$ cat src/rtl/pulse_gen_multi.sv
// Multi-channel periodic pulse generator with continuous and burst modes.
// Optional start-phase delay is compiled in when PULSE_GEN_PHASE_EN is defined.
module pulse_gen_multi #(
  parameter int CHANNELS = 4,
  parameter int WIDTH    = 8,
  parameter int SEL_W    = 2
) (
  input  logic                clock,
  input  logic                reset_n,
  input  logic                load,
  input  logic [SEL_W-1:0]    ch_sel,
  input  logic [WIDTH-1:0]    period_in,
  input  logic [WIDTH-1:0]    high_in,
  input  logic [WIDTH-1:0]    burst_in,
  input  logic                mode_in,
`ifdef PULSE_GEN_PHASE_EN
  input  logic [WIDTH-1:0]    phase_in,
`endif
  input  logic [CHANNELS-1:0] start,
  input  logic [CHANNELS-1:0] stop,
  output logic [CHANNELS-1:0] pulse_out,
  output logic [CHANNELS-1:0] busy,
  output logic [CHANNELS-1:0] done
);

  typedef enum logic [1:0] {
    S_IDLE  = 2'd0,
    S_RUN   = 2'd1,
    S_DELAY = 2'd2
  } state_t;

  for (genvar i = 0; i < CHANNELS; i++) begin : g_ch
    logic [WIDTH-1:0] per_s, high_s, burst_s;
    logic             mode_s;
`ifdef PULSE_GEN_PHASE_EN
    logic [WIDTH-1:0] phase_s;
    logic [WIDTH-1:0] dly_q, dly_d;
`endif
    state_t           state_q, state_d;
    logic [WIDTH-1:0] phase_q, phase_d;
    logic [WIDTH-1:0] per_q, per_d, high_q, high_d, rem_q, rem_d;
    logic             mode_q, mode_d;
    logic             pulse_q, pulse_d, done_q, done_d;
    logic [WIDTH-1:0] p_last;
    logic             wrap, sel;

    // Out-of-range selects never match any channel index, so they fall away here.
    assign sel = load && (ch_sel == SEL_W'(i));

    // NOTE: config registers are reset to a defined default because a start
    // before any load must still produce a legal (period 1, high 0) waveform.
    always_ff @(posedge clock or negedge reset_n) begin
      if (!reset_n) begin
        per_s   <= WIDTH'(1);
        high_s  <= '0;
        burst_s <= WIDTH'(1);
        mode_s  <= 1'b0;
`ifdef PULSE_GEN_PHASE_EN
        phase_s <= '0;
`endif
      end else if (sel) begin
        per_s   <= period_in;
        high_s  <= high_in;
        burst_s <= burst_in;
        mode_s  <= mode_in;
`ifdef PULSE_GEN_PHASE_EN
        phase_s <= phase_in;
`endif
      end
    end

    // period 0 behaves as 1, so the last phase is 0 in both cases.
    assign p_last = (per_q == '0) ? '0 : per_q - WIDTH'(1);
    assign wrap   = (phase_q == p_last);

    // NOTE: every always_comb output gets a default first so no latch is inferred.
    always_comb begin
      state_d = state_q;
      phase_d = phase_q;
      per_d   = per_q;
      high_d  = high_q;
      mode_d  = mode_q;
      rem_d   = rem_q;
      done_d  = 1'b0;
`ifdef PULSE_GEN_PHASE_EN
      dly_d   = dly_q;
`endif
      case (state_q)
        S_IDLE: begin
          if (start[i] && !stop[i]) begin
            per_d   = per_s;
            high_d  = high_s;
            mode_d  = mode_s;
            rem_d   = burst_s;
            phase_d = '0;
            state_d = S_RUN;
`ifdef PULSE_GEN_PHASE_EN
            if (phase_s != '0) begin
              state_d = S_DELAY;
              dly_d   = phase_s - WIDTH'(1);
            end
`endif
          end
        end
        S_RUN: begin
          if (stop[i]) begin
            state_d = S_IDLE;
          end else if (wrap) begin
            phase_d = '0;
            per_d   = per_s;
            high_d  = high_s;
            mode_d  = mode_s;
            // The burst test uses the mode of the period that just ended.
            if (mode_q) begin
              if (rem_q <= WIDTH'(1)) begin
                state_d = S_IDLE;
                done_d  = 1'b1;
              end else begin
                rem_d = rem_q - WIDTH'(1);
              end
            end
          end else begin
            phase_d = phase_q + WIDTH'(1);
          end
        end
`ifdef PULSE_GEN_PHASE_EN
        S_DELAY: begin
          if (stop[i]) begin
            state_d = S_IDLE;
          end else if (dly_q == '0) begin
            state_d = S_RUN;
          end else begin
            dly_d = dly_q - WIDTH'(1);
          end
        end
`endif
        default: state_d = S_IDLE;
      endcase
    end

    // pulse_out is registered from next-state values so phase 0 shows one clock after start.
    assign pulse_d = (state_d == S_RUN) && (phase_d < high_d);

    // NOTE: sequential state uses non-blocking assignments only; blocking here
    // would make update order depend on statement order and race in simulation.
    always_ff @(posedge clock or negedge reset_n) begin
      if (!reset_n) begin
        state_q <= S_IDLE;
        phase_q <= '0;
        per_q   <= WIDTH'(1);
        high_q  <= '0;
        mode_q  <= 1'b0;
        rem_q   <= WIDTH'(1);
        pulse_q <= 1'b0;
        done_q  <= 1'b0;
`ifdef PULSE_GEN_PHASE_EN
        dly_q   <= '0;
`endif
      end else begin
        state_q <= state_d;
        phase_q <= phase_d;
        per_q   <= per_d;
        high_q  <= high_d;
        mode_q  <= mode_d;
        rem_q   <= rem_d;
        pulse_q <= pulse_d;
        done_q  <= done_d;
`ifdef PULSE_GEN_PHASE_EN
        dly_q   <= dly_d;
`endif
      end
    end

    assign pulse_out[i] = pulse_q;
    assign busy[i]      = (state_q != S_IDLE);
    assign done[i]      = done_q;
  end

endmodule

$ cat config.mk
export PLATFORM = sky130hd
export DESIGN_NAME = pulse_gen_multi
export DESIGN_NICKNAME = d
export VERILOG_FILES = /design/src/rtl/pulse_gen_multi.sv
export SDC_FILE = /design/constraint.sdc
export NUM_CORES = 1
export LEC_CHECK = 0
export ABC_CLOCK_PERIOD_IN_PS = 6500
export BUFFER_PORTS_ARGS = -buffer_cell sky130_fd_sc_hd__buf_4
export CAP_MARGIN = 20
export CORE_MARGIN = 2
export CORE_UTILIZATION = 55
export CTS_CLUSTER_DIAMETER = 50
export DETAILED_ROUTE_END_ITERATION = 10
export PLACE_DENSITY_LB_ADDON = 0.05
export SLEW_MARGIN = 15
export SYNTH_ARGS = -nofsm -noshare
export SYNTH_HDL_FRONTEND = slang
export SYNTH_SLANG_ARGS = --single-unit
export TNS_END_PERCENT = 30
$ cat constraint.sdc
create_clock -name clock -period 6.5 [get_ports clock]
set_input_delay 0.975 -clock clock [delete_from_list [all_inputs] [get_ports clock]]
set_output_delay 0.975 -clock clock [all_outputs]
set_load 0.01 [all_outputs]
**Word level (Yosys, flattened, before mapping)**

Cells that the tools add are included.

- Flip-flop bits (word level): 248
- Word-level logic and storage cells: 280
- Bits of input ports: 38
- Output and inout bits: 12

- Multiplexer cells: 136
- Add/sub/neg operators: 12
- Eq/ne operators: 35
- $lt $le $gt $ge: 8
- Reduce and logical (&&, ||, !) cells: 41

Operators with widths:

| cell | number |
|---|---|
| $mux 8 | 60 |
| $pmux 8 s2 | 16 |
| $sub 8x1->8 const B | 8 |
| $mux 2 | 20 |
| $ne 2x2->1 const B | 20 |
| $add 8x1->8 const B | 4 |
| $eq 8x8->1 | 4 |
| $le 8x1->1 const B | 4 |
| $logic_not 8->1 | 4 |
| $lt 8x8->1 | 4 |
| $mux 1 | 32 |
| $reduce_and 6->1 | 4 |
| $eq 2x1->1 const B | 9 |
| $pmux 2 s2 | 4 |
| $reduce_and 4->1 | 4 |
| $reduce_bool 2->1 | 8 |
| $logic_and 1x1->1 | 12 |
| $logic_not 2->1 | 5 |
| $pmux 1 s2 | 4 |
| $eq 2x2->1 const B | 2 |
| $logic_not 1->1 | 4 |

**Logic depth before layout (Yosys ltp)**

- Depth after elaboration: 8
- Gate-level depth with buffers: 18

**Worst setup path before layout**

OpenSTA, ideal clock, no wires.

- Path type: register -> register
- Start point: register g_ch[2].per_q[0]
- End point: register g_ch[2].pulse_q
- Library setup time: 0.076 ns
- Buffers on the path: 1
- Data required time: 6.424 ns
- Arrival: 4.064 ns
- Path slack: 2.360 ns
- Cell stages (with the launch flop): 18
- Cells stage by stage: dfstp_2 > inv_1 > ha_1 > or4b_1 > or4b_4 > nand3_1 > o2111ai_1 > nor4_4 > nand2_2 > a21oi_4 > buf_6 > mux2i_1 > ha_1 > and4_1 > a21oi_1 > nand2_1 > or4b_1 > o21ai_1

- Longest elaborated chain between the ends: 8
- Elaborated cells between the ends (all ways): 16
- Those cells by class: 1 x add/sub; 1 x order compare; 2 x eq/ne; 10 x mux; 2 x reduce/logical

Ends and longest elaborated chain:

| element | line | source |
|---|---|---|
| from (decl) | 41 | `logic [WIDTH-1:0] per_q, per_d, high_q, high_d, rem_q, rem_d;` |
| from (signal assigned) | 162 | `per_q <= per_d;` |
| $sub 8x1->8 / $logic_not 8->1 (equally long branches) | 73 | `assign p_last = (per_q == '0) ? '0 : per_q - WIDTH'(1);` |
| $mux 8 * | 73 |  |
| $eq 8x8->1 * | 74 | `assign wrap = (phase_q == p_last);` |
| $mux 8 / $mux 2 (equally long branches) | 108 | `end else if (wrap) begin` |
| $mux 8 / $mux 2 (equally long branches) | 106 | `if (stop[i]) begin` |
| $pmux 8 s2 / $pmux 2 s2 (equally long branches) | 88 | `case (state_q)` |
| $lt 8x8->1 / $eq 2x1->1 (equally long branches) | 142 | `assign pulse_d = (state_d == S_RUN) && (phase_d < high_d);` |
| $logic_and 1x1->1 * | 142 |  |
| via g_ch[2].pulse_d | 43 | `logic pulse_q, pulse_d, done_q, done_d;` |
| to (signal assigned) | 166 | `pulse_q <= pulse_d;` |
| to (decl) | 43 |  |

The timed path passes the listed nets; every way through them passes the cells marked *.
A chain may end at the register's enable or synchronous reset.

**Final worst setup path**

Ends and elaborated chain as after synthesis.

==> reports/metrics.cfg <==
[status]
outcome = finished clean

[final_layout]
layout_common_cells = dfrtp_1 (232), mux2_2 (137), nand2_1 (81)
n_antenna_cell = 0
fillers = 1940
layout_commonest_cell = dfrtp_1
finalNetCount = 1346
syn2layout_area_growth_pct = 11.89
fin_cells = 1607
fin_util_pct = 62.93
drive_gt1_share_pct = 22.90

[setup_path]
crit_chain = inv_1, ha_1, or4b_1, or4b_4, nand3_1, o2111ai_1, nor4_4, nand2_2, a21oi_4, mux2i_1, ha_1, and4_1, a21oi_1, nand2_1, or4b_1, o21ai_1
crit_fanout = 23
path_buf_inv = 1
worstSetupPathType = reg -> reg
worst_setup_path_end_kind = flip-flop
critPathMaxStageDelay_ps = 690
critPathLaunchType = flip-flop
cp_slowest_cell = a21oi_4
cp_top_family = simple AND/OR/NAND/NOR gates
cp.arrival_ps = 5390
crit_required_ps = 6970

[place]
gp_congestion = 0.8655
dp.cells = 1551
post-place-ws_ps = 1607
io_buffers = 49
dp.final_hpwl_um = 20210

[synthesis]
synth-seq-cells = 248
ys_warn_count = 0
syn_inst = 1230
synth.cell_area_mm2 = 0.01324
ys_seq_area_share_pct = 47.02
async_flop_share_pct = 100.0
ys_types = 87
synth_edf_count = 0
synth_flop_cell = dfrtp_1
avgSynthCellArea_um2 = 10.77

[global_route]
antenna_found_initial = 1
grt.total_usage_pct = 23.77
grt_max_degree = 121
grt_pass1_vias = 9381
grt_pass1_wl_um = 49130
grt_remaining_overflow = 0

[power_and_ir_drop]
power_density_mw_per_mm2 = 340.9
leakage_nw = 6.434
ir_drop_mv = 0.1986

[flow_run]
drv_cap = 0

[clocking]
numCtsBuffers = 30
cts_num_sinks = 248
cts_root_buffer = clkbuf_16
cts_max_path_buffers = 3
cts_hold_buffers = 0
cts_tree = built
cts.repair.resized = 0
postCtsSetupBuffers = 0
clk_latency_ps = 550
clk_pin_slew_worst_paths_ps = 60
htreeDepth = 1

[detailed_routing]
drc = 0
ant_nets = 0
drt-total-wl_um = 29590
vias_per_cell = 5.937
drt_iter0_markers = 764
drtPass1Iterations = 5
routedWlPerCell_um = 18.41
vias = 9540

[floorplanning]
core_mm2 = 0.02354
start_util_pct = 56.24
fp.dieArea_mm2 = 0.02533
ios = 50
num_rows = 56
die_w_um = 159.2
dieHeight_um = 159.2

[timing]
worst_clock_skew_ps = 14.51
max_slew_margin_pct = 30.28
maxSlewViolCount = 0
fmax_mhz = 203.3
hold_viol = 0
period_needed_ps = 4919
finalSetupViolCount = 0
fin_tns_setup_ps = 0
tightestPinTransition_ps = 1042
hold_ws_ps = 481.7
fin_crit_sh_pct = 75.68
fin_ws_ps = 1581
rsz0062_at_grt = no

[min_path]
worst_hold_path_type = reg -> reg

[layer usage]
layer	track usage, %	routed length, um	up-vias
li1	-	-	4571
met1	33.72	13660	4735
met2	39.84	14180	201
met3	2.787	1357	33
met4	4.752	388	0
met5	0	0	-
[cell usage after synthesis, types with 20 or more instances]
| cell type | n | area (um^2) |
|---|---|---|
| dfrtp_1 | 232 | 5806 |
| ha_1 | 44 | 550.5 |
| a21oi_1 | 51 | 255.2 |
| o21ai_0 | 54 | 270.3 |
| nand2b_1 | 21 | 131.4 |
| inv_1 | 49 | 183.9 |
| nor3_1 | 27 | 135.1 |
| xnor2_1 | 20 | 175.2 |
| mux2_2 | 137 | 1543 |
| mux2i_1 | 32 | 320.3 |
| nor2_1 | 73 | 274.0 |
| clkbuf_1 | 35 | 131.4 |
| nand2_1 | 81 | 304.0 |
| nand3_1 | 33 | 165.2 |
[report_power, final]
group	internal, mW	total (mW)	switching [mW]
Sequential	1.91	2.22	0.312
Clock	0.987	1.63	0.648
Combinational	0.590	1.19	0.604
[registers in the layout, indices dropped and copies added, names as in the netlist]
signal / count
g_ch.done_q: 4
g_ch.high_s: 32
g_ch.mode_s: 4
g_ch.mode_q: 4
g_ch.rem_q: 32
g_ch.burst_s: 32
g_ch.phase_q: 32
g_ch.high_q: 32
g_ch.per_s: 32
g_ch.per_q: 32
g_ch.pulse_q: 4
g_ch.state_q: 8
[path summary, 6_finish.rpt]
path	start	to	slack, ps	cells past startpoint
min in group asynchronous	reset_n	g_ch[2].per_q[4]$_DFFE_PN0P_	530	1
hold / removal	g_ch[0].high_q[5]$_DFF_PN0_	g_ch[0].high_q[5]$_DFF_PN0_	480	1
setup / recovery	g_ch[2].per_q[0]$_DFFE_PN1P_	g_ch[2].pulse_q$_DFF_PN0_	1580	16
max in group asynchronous	reset_n	g_ch[3].high_q[7]$_DFF_PN0_	4520	2
hold reg to reg	g_ch[0].high_q[5]$_DFF_PN0_	g_ch[0].high_q[5]$_DFF_PN0_	480	1
setup reg to reg	g_ch[2].per_q[0]$_DFFE_PN1P_	g_ch[2].pulse_q$_DFF_PN0_	1580	16
[layout make-up]
class                   count  area (um^2)  share of cell area (%)
clock buffers              45        888.4                   5.996
clock inverters            11        105.1                  0.7094
inverters                  49        183.9                   1.241
multi-input cells         876         6563                   44.30
flip-flops and latches    248         6226                   42.02
well taps                 319        399.1                   2.694
repair buffers             59        450.4                   3.040
[through the flow]
stage | area (um^2) | total power, mW
floorplan | 13250 | 3.106
global placement | 13820 | 3.398
detailed placement | 13820 | 3.435
CTS | 14810 | 5.096
global route | 14820 | 5.374
finish | 14820 | 5.050
[kinds of logic after synthesis]
logic type / share of synthesized area [%]
AO/OA/AOI/OAI: 12.49
XOR/XNOR: 2.551
adder cells (fa/ha/maj): 4.158
buffers and inverters: 3.591
flip-flops: 47.02
multiplexers: 15.26
other: 0.02832
AND/OR/NAND/NOR: 14.90
(Power assumes the default switching activity.)
